`config.mk`:
```
export PLATFORM = sky130hd
export DESIGN_NAME = acc14
export DESIGN_NICKNAME = d
export VERILOG_FILES = /design/src/rtl/acc14.sv
export SDC_FILE = /design/constraint.sdc
export NUM_CORES = 1
export LEC_CHECK = 0
export ABC_AREA = 1
export BUFFER_PORTS_ARGS = -buffer_cell sky130_fd_sc_hd__buf_2
export CAP_MARGIN = 20
export CELL_PAD_IN_SITES_DETAIL_PLACEMENT = 2
export CELL_PAD_IN_SITES_GLOBAL_PLACEMENT = 2
export CORE_UTILIZATION = 30
export DETAILED_ROUTE_END_ITERATION = 8
export PLACE_DENSITY_LB_ADDON = 0.1
export SETUP_SLACK_MARGIN = 0.4
export SYNTH_ARGS = -nofsm -noshare
export SYNTH_HDL_FRONTEND = slang
export SYNTH_SLANG_ARGS = --single-unit
```
`constraint.sdc`:
```
create_clock -name clk -period 3.2 [get_ports clk]
set_clock_uncertainty 0.2 [all_clocks]
set_input_delay 0.16 -clock clk [delete_from_list [all_inputs] [get_ports clk]]
set_output_delay 0.16 -clock clk [all_outputs]
set_load 0.01 [all_outputs]
```
`src/rtl/acc14.sv`:
```
// Saturating signed frame accumulator: sums iLen terms, result valid the cycle after the last term.
// Valid/ready on both sides; no terms are taken while a result waits for downstream (oReady).
module acc14 #(
    parameter int IWID = 8,
    parameter int OWID = 14,
    parameter int CWID = 6
) (
    input  logic            clk,
    input  logic            rst_n,
    input  logic [CWID-1:0] iLen,
    input  logic            iValid,
    input  logic [IWID-1:0] iData,
    output logic            iReady,
    output logic            oValid,
    output logic [OWID-1:0] oData,
    output logic            oSat,
    input  logic            oReady
);

    localparam logic [1:0] S_IDLE = 2'd0;
    localparam logic [1:0] S_ACC  = 2'd1;
    localparam logic [1:0] S_OUT  = 2'd2;

    localparam logic [CWID-1:0] CNT_ONE = CWID'(1);
    localparam logic [OWID-1:0] ACC_MAX = {1'b0, {(OWID-1){1'b1}}};
    localparam logic [OWID-1:0] ACC_MIN = {1'b1, {(OWID-1){1'b0}}};

    logic [1:0]      state;
    logic [OWID-1:0] acc;
    logic [CWID-1:0] cnt;
    logic [CWID-1:0] len;
    logic            sat_flag;

    logic            in_xfer;
    logic [OWID:0]   term_ext;
    logic [OWID:0]   sum_ext;
    logic [OWID-1:0] sum_sat;
    logic            sum_clamp;
    logic [CWID-1:0] cnt_nxt;
    logic [CWID-1:0] eff_len;

    assign iReady  = !rst_n && (state == S_IDLE || state == S_ACC);
    assign oValid  = !rst_n && (state == S_OUT);
    assign oData   = acc;
    assign oSat    = sat_flag;
    assign in_xfer = iValid && iReady;

    // One extra bit of headroom holds the exact sum before clamping to the rails.
    assign term_ext = {{(OWID + 1 - IWID){iData[IWID-1]}}, iData};
    assign sum_ext  = {acc[OWID-1], acc} + term_ext;
    assign cnt_nxt  = cnt + CNT_ONE;
    assign eff_len  = (iLen == '0) ? CNT_ONE : iLen;

    always_comb begin
        sum_sat   = sum_ext[OWID-1:0];
        sum_clamp = 1'b0;
        if (sum_ext[OWID] != sum_ext[OWID-1]) begin
            sum_clamp = 1'b1;
            sum_sat   = sum_ext[OWID] ? ACC_MIN : ACC_MAX;
        end
    end

    always_ff @(posedge clk) begin
        if (rst_n) begin
            state    <= S_IDLE;
            acc      <= '0;
            cnt      <= '0;
            len      <= '0;
            sat_flag <= 1'b0;
        end else begin
            case (state)
                S_IDLE: begin
                    if (in_xfer) begin
                        acc      <= term_ext[OWID-1:0];
                        cnt      <= CNT_ONE;
                        len      <= eff_len;
                        sat_flag <= 1'b0;
                        state    <= (eff_len == CNT_ONE) ? S_OUT : S_ACC;
                    end
                end
                S_ACC: begin
                    if (in_xfer) begin
                        acc <= sum_sat;
                        cnt <= cnt_nxt;
                        if (sum_clamp) begin
                            sat_flag <= 1'b1;
                        end
                        if (cnt_nxt == len) begin
                            state <= S_OUT;
                        end
                    end
                end
                S_OUT: begin
                    if (oReady) begin
                        state <= S_IDLE;
                    end
                end
                default: state <= S_IDLE;
            endcase
        end
    end

endmodule

```
-- Word level (Yosys, flattened, before mapping)
Cells that the tools add are included.
- bits of input ports: 18
- flip-flop bits (word level): 29
- output and inout bits: 17
- word-level logic and storage cells: 49
- equality and inequality tests: 10
- reduce and logical (&&, ||, !) cells: 12
- multiplexer cells: 20
- add/sub/neg operators: 2
- operator list (operator ; count):
    $mux W14 ; 4
    $pmux W14 S2 ; 1
    $mux W6 ; 3
    $add A14 B8 Y15 ; 1
    $pmux W6 S2 ; 1
    $mux W2 ; 5
    $ne A2 B2 Y1 const B ; 4
    $reduce_and A4 Y1 ; 2
    $add A6 B1 Y6 const B ; 1
    $eq A6 B1 Y1 const B ; 1
    $eq A6 B6 Y1 ; 1
    $logic_not A6 Y1 ; 1
    $pmux W2 S3 ; 1
    $mux W1 ; 4
    $logic_and A1 B1 Y1 ; 3
    $reduce_and A3 Y1 ; 1
    $eq A2 B1 Y1 const B ; 1
    $eq A2 B2 Y1 const B ; 1
    $logic_not A2 Y1 ; 1
    $ne A2 B1 Y1 const B ; 1
    $pmux W1 S2 ; 1
    $reduce_and A2 Y1 ; 1
    $reduce_bool A2 Y1 ; 1
    $logic_not A1 Y1 ; 1
    2 further kinds ; 2

-- Longest topological paths before layout
Gate-level depths: netlist of run 1.
- depth after elaboration: 6
- mapped depth: 16
- depth with buffers taken out: 15

-- Worst setup path before layout of run 1
No wires, ideal clock.
- kind: reg2reg
- start: register acc[0] (netlist: oData[0])
- end: register acc[6] (netlist: oData[6])
- setup time: 0.134 ns
- path slack: 0.940 ns
- stages on the path, launching flop included: 15
- period minus slack after synthesis: 2.260 ns
- arrival: 1.925 ns
- path through: dfxtp_1 -> ha_1 -> fa_1 -> nand2_1 -> nand2_1 -> nand3_2 -> nand2_2 -> nand2_1 -> nand2_1 -> nand2_1 -> nand2_1 -> a21oi_4 -> nand2_1 -> nand2_1 -> a21oi_2
- longest elaborated chain between the ends: 5
- elaborated cells on any way between the ends: 6
- those cells by class: add/sub (1); eq/ne (1); mux (4)
- ends and longest elaborated chain (element ; RTL line ; text):
    start: declaration ; 29 ; logic [OWID-1:0] acc;
    start signal: assignment ; 74 ; acc <= term_ext[OWID-1:0];
    start signal: assignment ; 83 ; acc <= sum_sat;
    $add A14 B8 Y15 (*) ; 50 ; assign sum_ext = {acc[OWID-1], acc} + term_ext;
    $mux W14 / $ne A1 B1 Y1 (equally long branches) ; 59, 57 ;
    $mux W14 (*) ; 57 ; if (sum_ext[OWID] != sum_ext[OWID-1]) begin
    $mux W14 (*) ; 82 ; if (in_xfer) begin
    $pmux W14 S2 (*) ; 71 ; case (state)
Every way passes the cells marked *; elsewhere a longest branch is shown, timed or not. The select of a mux whose other input is x is not followed.
A chain may end at the register's enable or synchronous reset.

-- Worst setup path in the final report of run 1
- start: register acc[0] (netlist: oData[0])
- end: register acc[10] (netlist: oData[10])
The elaborated chain is that of the path after synthesis.

==> impl_metrics.env, run 1 <==
export IMPL_grt_total_usage_pct=19.5
export IMPL_fin_cells=495
export IMPL_crit_top_cell="nand2_1"
export IMPL_synthFlopType="dfxtp_1"
export IMPL_reg2regPathDepth=14
export IMPL_yosys_warnings=0
export IMPL_rsz0062_at_grt="no"
export IMPL_cp_cell_sequence="ha_1, fa_1, nand2_1, nand2_1, nand3_2, nand2_2, nand2_1, nand2_1, nand2_1, nand2_1, a21oi_4, nand2_1, nand2_1, a21oi_1"
export IMPL_arrival_ns=2.50
export IMPL_ys_seq_area_share_pct=24.8
export IMPL_cp_slowest_cell="fa_1"
export IMPL_first_global_vias=2644
export IMPL_crit_cells=14
export IMPL_cts_sinks=29
export IMPL_cts_max_level=2
export IMPL_antenna_cells=0
export IMPL_rrSetupSlack_ns=0.63
export IMPL_drc=0
export IMPL_period_share_pct=80.3
export IMPL_die_area_mm2=0.00816
export IMPL_coreArea_mm2=0.00741
export IMPL_end_kind="register"
export IMPL_area_growth_pct=16.7
export IMPL_synth_nets=387
export IMPL_yosysUniqueCellTypes=35
export IMPL_setup_tns_ns=0
export IMPL_clkTransAtPathRegs_ns=0.07
export IMPL_rows=31
export IMPL_avgSynthCellArea_um2=6.64
export IMPL_clockRootBuffer="clkbuf_8"
export IMPL_crit_type="register to register"
export IMPL_place_hpwl_um=5900
export IMPL_crit_buf_inv=0
export IMPL_async_flop_share_pct=0
export IMPL_start_util_pct=31.6
export IMPL_dr_pass1_iters=4
export IMPL_layout_drive_gt1_share_pct=23.2
export IMPL_synth_edff_count=0
export IMPL_r2r_end="oData[10]"
export IMPL_leakagePower_nw=1.33
export IMPL_reg2reg_from="oData[0]"
export IMPL_min_period_ns=2.57
export IMPL_report_final_hold_viol_count=0
export IMPL_worst_pin_slew_ns=0.646
export IMPL_gp_congestion=0.774
export IMPL_power_density_mw_per_mm2=391
export IMPL_cts_repair_resize_count=0
export IMPL_cp_required_ns=3.14
export IMPL_tritoncts="built"
export IMPL_peakVddDrop_mv=0.153
export IMPL_pin_count=35
export IMPL_grt_ovfl_total=0
export IMPL_grt_antenna_before_repair=0
export IMPL_io_buffers=34
export IMPL_fp_dieW_um=90.4
export IMPL_synth_cells=353
export IMPL_drtIter0Drc=39
export IMPL_slew_headroom_pct=56.9
export IMPL_cts_made_buffers=5
export IMPL_syn_area_mm2=0.00234
export IMPL_cap_violations=0
export IMPL_max_stage_delay_ns=0.40
export IMPL_clk_latency_ns=0.28
export IMPL_dp_cells=482
export IMPL_fmax_mhz=389
export IMPL_via_count=2360
export IMPL_nFillCells=945
export IMPL_die_h_um=90.4
export IMPL_grt_max_degree=25
export IMPL_startpoint_type="register"
export IMPL_synth_seq_cells=29
export IMPL_clk_path_buf_depth=2
export IMPL_power_total_mw=1.07
export IMPL_worstPathMaxFanout=10
export IMPL_routed_via_density=4.77
export IMPL_finalNetCount=429
export IMPL_outcome="completed"
export IMPL_startpoint="oData[0]"
export IMPL_setup_violations=0
export IMPL_holdPathStages=3
export IMPL_layout_commonest_cell="nand2_1"
export IMPL_routed_wl_um=7450
export IMPL_hold_class="input pin to register"
export IMPL_postRouteAntennaNets=0
export IMPL_wl_per_cell_um=15.0
export IMPL_endpoint="oData[10]"
export IMPL_layout_common_cells="nand2_1, nor2_1, buf_2"
export IMPL_maxSlewViolCount=0
export IMPL_crit_family="simple AND/OR/NAND/NOR gates"
export IMPL_grt_pass1_wl_um=12800
sequential cells by signal (all words and copies together) (netlist names):
register and cells:
oData 14, cnt 6, len 6, state 2
oSat 1
cell families (layout without fill, tap and decap cells):
kind of cell / after synthesis / in the layout / synth area share, %
compound gates: 55 / 55 / 15.1
xor+xnor: 16 / 16 / 5.98
fa+ha+maj: 16 / 16 / 8.87
buf+inv: 40 / 83 / 7.80
flops: 29 / 29 / 24.8
simple gates: 197 / 197 / 37.4
per-layer routing:
| metal | routed length [µm] | track usage, % | vias to the layer above |
|---|---|---|---|
| met4 | 51 | 4.03 | 0 |
| li1 | - | - | 1214 |
| met5 | 0 | 0 | - |
| met3 | 137 | 2.86 | 4 |
| met2 | 3640 | 35.0 | 25 |
| met1 | 3620 | 24.6 | 1117 |
final cells by class:
class | count | area, µm² | area share (%)
Tap cell | 99 | 124 | 4.53
Clock inverter | 2 | 10.0 | 0.366
Clock buffer | 6 | 72.6 | 2.66
Sequential cell | 29 | 581 | 21.2
Inverter | 33 | 124 | 4.53
Timing Repair Buffer | 42 | 243 | 8.88
Multi-Input combinational cell | 284 | 1580 | 57.8
report_power, final:
part | total [mW] | internal, mW | switching (mW)
clock | 0.303 | 0.151 | 0.152
combinational | 0.361 | 0.130 | 0.231
sequential | 0.403 | 0.383 | 0.0204
total | 1.07 | 0.664 | 0.404
worst min path at each step:
stage                           end     from  slack, ns
after floorplan           oData[10]    rst_n       0.03
after global placement       len[4]  iLen[4]       0.20
after detailed placement     len[4]  iLen[4]       0.21
after CTS                    len[5]  iLen[5]      0.007
after global routing         len[5]  iLen[5]       0.08
final                        len[5]  iLen[5]       0.02
stage by stage:
step	area (µm²)	utilization, %	hold WS (ns)	setup slack [ns]
6_report	2730	36.9	0.0172	0.632
5_1_grt	2730	36.9	0.0824	0.454
4_1_cts	2730	36.9	0.00717	0.599
3_5_place_dp	2600	35.1	0.210	0.629
3_3_place_gp	2600	35.1	0.204	0.729
2_1_floorplan	2340	-	0.0291	0.940
cells in the mapped netlist, types with 2 or more instances:
master	number	area (µm²)
a21oi_1	28	140
a21oi_2	12	105
a21oi_4	2	32.5
a22oi_1	2	15.0
clkbuf_1	3	11.3
clkinv_1	2	7.51
dfxtp_1	29	581
ha_1	15	188
inv_1	26	97.6
inv_2	5	18.8
nand2_1	102	383
nand2_2	21	131
nand3_1	15	75.1
nand3_2	3	30.0
nand4_1	2	12.5
nor2_1	41	154
nor2_2	2	12.5
nor3_1	4	20.0
o21ai_0	8	40.0
o21bai_1	2	15.0
xnor2_1	5	43.8
xor2_1	11	96.3
worst register-to-register path: cells and delay by family, from the launching register on:
kind	cells	cell delay [ns]
AOI/OAI and AO/OA	2	0.44
adders and majority gates	2	0.61
DFF	1	0.33
and+or+nand+nor	10	0.84
timing repair:
action	CTS	global route
setup buffers	0	0
hold endpoints to repair	5	0
hold buffers	5	0
Note: power is estimated with default switching activity, not from simulation.
==> run 2: changes to the inputs <==
Clock period 3.2 ns to 2.6 ns, I/O delays scaled along.
==> impl_metrics.env, run 2 (synthesis results as in run 1) <==
export IMPL_antenna_cells=0
export IMPL_end_kind="register"
export IMPL_maxSlewViolCount=0
export IMPL_io_buffers=34
export IMPL_grt_pass1_wl_um=14100
export IMPL_power_density_mw_per_mm2=463
export IMPL_cts_made_buffers=5
export IMPL_rrSetupSlack_ns=0.31
export IMPL_gp_congestion=0.880
export IMPL_period_share_pct=88.3
export IMPL_worst_pin_slew_ns=0.445
export IMPL_arrival_ns=2.26
export IMPL_largest_register_ffs=14
export IMPL_start_util_pct=31.6
export IMPL_drtIter0Drc=35
export IMPL_die_h_um=90.4
export IMPL_internal_power_uw=895
export IMPL_min_to="state[1]"
export IMPL_power_total_mw=1.49
export IMPL_fp_dieW_um=90.4
export IMPL_cts_max_level=2
export IMPL_coreArea_mm2=0.00741
export IMPL_via_count=2536
export IMPL_grt_antenna_before_repair=0
export IMPL_report_final_hold_viol_count=0
export IMPL_grt_ovfl_total=0
export IMPL_pin_count=35
export IMPL_leakagePower_nw=1.47
export IMPL_setup_violations=0
export IMPL_tritoncts="built"
export IMPL_clk_path_buf_depth=2
export IMPL_dr_pass1_iters=4
export IMPL_reg2reg_from="oData[5]"
export IMPL_area_growth_pct=37.8
export IMPL_reg2regPathDepth=12
export IMPL_seqPwrFrac_pct=33.7
export IMPL_die_area_mm2=0.00816
export IMPL_rows=31
export IMPL_combPwrFrac_pct=40.8
export IMPL_outcome="completed"
export IMPL_grt_max_degree=24
export IMPL_holdPathStages=4
export IMPL_r2r_end="oData[2]"
export IMPL_whs_ns=0.0279
export IMPL_p_sw_uw=599
export IMPL_routed_via_density=5.00
export IMPL_peakVddDrop_mv=0.240
export IMPL_worstPathMaxFanout=7
export IMPL_rsz0062_at_grt="yes"
export IMPL_clkTransAtPathRegs_ns=0.07
export IMPL_wl_per_cell_um=17.4
export IMPL_crit_type="register to register"
export IMPL_p_sw_share_pct=40.1
export IMPL_routed_wl_um=8850
export IMPL_cts_sinks=29
export IMPL_first_global_vias=2766
export IMPL_place_hpwl_um=6210
export IMPL_slew_headroom_pct=70.3
export IMPL_clockRootBuffer="clkbuf_8"
export IMPL_drc=0
export IMPL_min_from="oReady"
export IMPL_grt_total_usage_pct=22.0
export IMPL_layout_commonest_cell="nand2_1"
export IMPL_min_period_ns=2.29
export IMPL_finalNetCount=441
export IMPL_setup_tns_ns=0
export IMPL_clkPwrFrac_pct=25.5
export IMPL_nFillCells=898
export IMPL_hold_class="input pin to register"
export IMPL_fmax_mhz=436
export IMPL_startpoint_type="register"
export IMPL_clk_latency_ns=0.29
export IMPL_layout_common_cells="nand2_1, nor2_1, nand2_2"
export IMPL_layout_drive_gt1_share_pct=40.9
export IMPL_cp_required_ns=2.57
export IMPL_cap_violations=0
export IMPL_postRouteAntennaNets=0
run 2: changes by cell type in the layout (fill, tap and decap cells not counted), sizes merged:
cell / change
buf: +10
nand2: +1
dlygate4sd3: +1
run 2: cell type report:
type                       instances  area [µm²]  area share, %
clock buffer                       6        72.6           2.25
clock inverter                     2        10.0          0.310
inverter                          33         124           3.84
multi-input combinational        285        1950           60.5
sequential                        29         599           18.6
tap                               99         124           3.84
timing repair buffer              53         344           10.7
run 2: timing repair:
| action | in CTS | in global routing |
|---|---|---|
| hold buffers | 6 | 0 |
| endpoints found under the hold margin | 6 | 0 |
| cloned | 1 | 0 |
| endpoints found under the setup margin | 15 | 15 |
| pin swaps | 13 | 17 |
| setup buffers | 6 | 2 |
| gates resized for setup | 28 | 60 |
run 2: per-layer routing:
layer | vias up | track usage [%] | share of wire (%)
li1 | 1243 | - | -
met1 | 1234 | 27.8 | 46
met2 | 43 | 38.8 | 49
met3 | 16 | 3.20 | 3.0
met4 | 0 | 5.78 | 1.9
met5 | - | 0 | 0
run 2: worst max-delay path, cell delays in order, from the launching register on:
cell	delay, ns
dfxtp_1	0.36
ha_2	0.33
a21oi_1	0.32
nand2_2	0.15
nand2_4	0.12
nand2_4	0.07
nand2_4	0.07
nand2_4	0.06
a21oi_4	0.18
buf_12	0.16
nand2_2	0.06
nand2_2	0.05
a21oi_2	0.04
run 2: per-stage QoR:
step / worst slack, ns / cell area (µm²) / utilization, % / std cells
2_1_floorplan: 0.411 / 2340 / - / 353
3_3_place_gp: 0.185 / 2620 / 35.3 / 484
3_5_place_dp: 0.0506 / 2620 / 35.3 / 484
4_1_cts: 0.319 / 2970 / 40.0 / 505
5_1_grt: 0.175 / 3230 / 43.6 / 507
6_report: 0.305 / 3230 / 43.6 / 507
run 2: power by group through the flow:
stage	Combinational (mW)	Clock (mW)	Sequential (mW)
after floorplan	0.325	0	0.507
after global placement	0.437	0	0.505
after detailed placement	0.452	0	0.507
after CTS	0.527	0.403	0.499
after global routing	0.667	0.417	0.507
final	0.609	0.381	0.504
run 2: how the worst max path moves through the flow:
stage | from | end | slack [ns]
finish | oData[5] | oData[2] | 0.31
detailed placement | oData[0] | oData[1] | 0.05
global placement | oData[0] | oData[4] | 0.19
CTS | oData[0] | oData[12] | 0.32
floorplan | oData[0] | oSat | 0.41
global route | oData[5] | oData[6] | 0.18
==> run 3: changes to the inputs <==
Settings changed: ABC_AREA 1 to not set.
==> impl_metrics.env, run 3 <==
export IMPL_outcome="finished with violations"
export IMPL_violations="setup timing"
export IMPL_place_hpwl_um=6220
export IMPL_yosys_warnings=0
export IMPL_antenna_cells=0
export IMPL_largest_register_ffs=14
export IMPL_clockRootBuffer="clkbuf_8"
export IMPL_pin_count=35
export IMPL_hold_class="input pin to register"
export IMPL_maxSlewViolCount=0
export IMPL_first_global_vias=2769
export IMPL_netlist_top_cells_count="a21oi_1, dfxtp_1, nand2_1, nor2_1, nor3_1"
export IMPL_synth_cells=267
export IMPL_cts_max_level=2
export IMPL_power_total_mw=1.77
export IMPL_fmax_mhz=365
export IMPL_grt_ovfl_total=0
export IMPL_period_share_pct=106
export IMPL_synth_nets=301
export IMPL_clkTransAtPathRegs_ns=0.08
export IMPL_worst_pin_slew_ns=0.654
export IMPL_placed_area_mm2=0.00274
export IMPL_clk_path_buf_depth=2
export IMPL_finalWorstSetupSlack_ns=-0.143
export IMPL_worstPathMaxFanout=5
export IMPL_design_area_mm2=0.00316
export IMPL_ys_seq_area_share_pct=27.2
export IMPL_synth_top_area_share_pct=27.2
export IMPL_report_final_hold_viol_count=0
export IMPL_netlist_top_cells_area="dfxtp_1, ha_1, a21oi_1"
export IMPL_synth_seq_cells=29
export IMPL_dp_cells=430
export IMPL_drc=0
export IMPL_dp_slack_ns=-0.149
export IMPL_dr_pass1_iters=4
export IMPL_end_kind="register"
export IMPL_leakagePower_nw=1.35
export IMPL_gp_congestion=0.830
export IMPL_cp_required_ns=2.55
export IMPL_layout_drive_gt1_share_pct=36.4
export IMPL_rsz0062_at_grt="yes"
export IMPL_postRouteAntennaNets=0
export IMPL_fp_dieW_um=86.4
export IMPL_cts_made_buffers=5
export IMPL_avgSynthCellArea_um2=8.00
export IMPL_clk_latency_ns=0.29
export IMPL_yosysUniqueCellTypes=49
export IMPL_drtIter0Drc=61
export IMPL_yosys_area_top_type="dfxtp_1"
export IMPL_rows=30
export IMPL_grt_max_degree=27
export IMPL_grt_pass1_wl_um=14900
export IMPL_grt_antenna_before_repair=0
export IMPL_routed_wl_um=9530
export IMPL_grt_total_usage_pct=26.8
export IMPL_async_flop_share_pct=0
export IMPL_setup_violations=14
export IMPL_whs_ns=0.0927
export IMPL_syn_area_mm2=0.00214
export IMPL_tritoncts="built"
export IMPL_layout_common_cells="buf_4, buf_2, nand2_1, dfxtp_1, nor2_1"
export IMPL_utilization_pct=46.2
export IMPL_setup_tns_ns=-1.12
export IMPL_via_count=2480
export IMPL_finalNetCount=396
export IMPL_min_period_ns=2.74
export IMPL_area_growth_pct=47.7
export IMPL_peakVddDrop_mv=0.219
export IMPL_start_util_pct=31.3
export IMPL_die_area_mm2=0.00746
export IMPL_routed_via_density=5.40
export IMPL_fin_cells=459
export IMPL_die_h_um=86.4
export IMPL_coreArea_mm2=0.00683
export IMPL_power_density_mw_per_mm2=562
export IMPL_wl_per_cell_um=20.8
export IMPL_arrival_ns=2.69
export IMPL_synthFlopType="dfxtp_1"
export IMPL_startpoint_type="register"
export IMPL_cap_violations=0
export IMPL_io_buffers=34
export IMPL_synth_edff_count=0
export IMPL_layout_commonest_cell="buf_4"
export IMPL_cts_sinks=29
export IMPL_slew_headroom_pct=56.0
export IMPL_crit_type="register to register"
[run 3: changes by cell type in the layout (fill, tap and decap cells not counted), sizes merged, moves of 6 or more]
cell	previous run	this run
a21oi	42	29
o21ai	8	15
nand3	18	11
nand2	125	27
nor2b	0	6
inv	31	5
nor3	5	18
xnor2	5	13
buf	47	88
nor2	44	27
[run 3: routing by layer]
metal / vias up / wire (µm) / global-route usage, % / share of wire [%]
li1: 1165 / - / - / -
met2: 57 / 4860 / 48.7 / 51
met5: - / 0 / 0 / 0
met1: 1234 / 4100 / 32.3 / 43
met3: 24 / 313 / 4.00 / 3.3
met4: 0 / 252 / 8.48 / 2.6
[run 3: critical path, cell delays in order (launching register included)]
cell	delay [ns]
dfxtp_2	0.35
ha_4	0.16
fa_2	0.33
a21o_1	0.20
a221oi_4	0.30
a211oi_2	0.14
o31ai_4	0.26
buf_4	0.16
buf_6	0.13
o21ai_4	0.09
a211oi_2	0.21
a311oi_1	0.07
[run 3: area by class of cell]
cell class | instances | area [µm²]
Fill cell | 786 | 3670
Multi-Input combinational cell | 225 | 1660
Inverter | 5 | 18.8
Clock buffer | 7 | 96.3
Timing Repair Buffer | 96 | 674
Clock inverter | 1 | 5.00
Sequential cell | 29 | 583
Tap cell | 96 | 120
[run 3: repair_timing]
item | 4_1_cts | 5_1_grt
gates resized for setup | 23 | 7
cloned | 1 | 0
buffers inserted | 7 | 5
setup endpoints to repair | 15 | 15
hold buffers | 8 | 0
hold endpoints to repair | 7 | 0
pin swaps | 19 | 11
[run 3: cells by family (layout without fill, tap and decap cells)]
| family | after synthesis | count (layout) | share of synthesized area [%] |
|---|---|---|---|
| fa+ha+maj | 19 | 19 | 11.3 |
| simple gates | 108 | 109 | 24.5 |
| xor+xnor | 19 | 19 | 7.79 |
| compound gates | 78 | 78 | 26.7 |
| flops | 29 | 29 | 27.2 |
| buf+inv | 14 | 109 | 2.52 |
[run 3: final timing paths]
check / start / to / slack, ns / cells past startpoint
setup / recovery: oData[0] / oData[8] / -0.14 / 11
hold / removal: iData[1] / oData[1] / 0.09 / 4
setup reg to reg: oData[0] / oData[8] / -0.14 / 11
hold reg to reg: len[4] / len[4] / 0.29 / 2
[run 3: report_power, final]
part	internal (mW)	total, mW	switching [mW]
clock network	0.240	0.449	0.209
logic	0.388	0.811	0.423
registers	0.478	0.513	0.0354
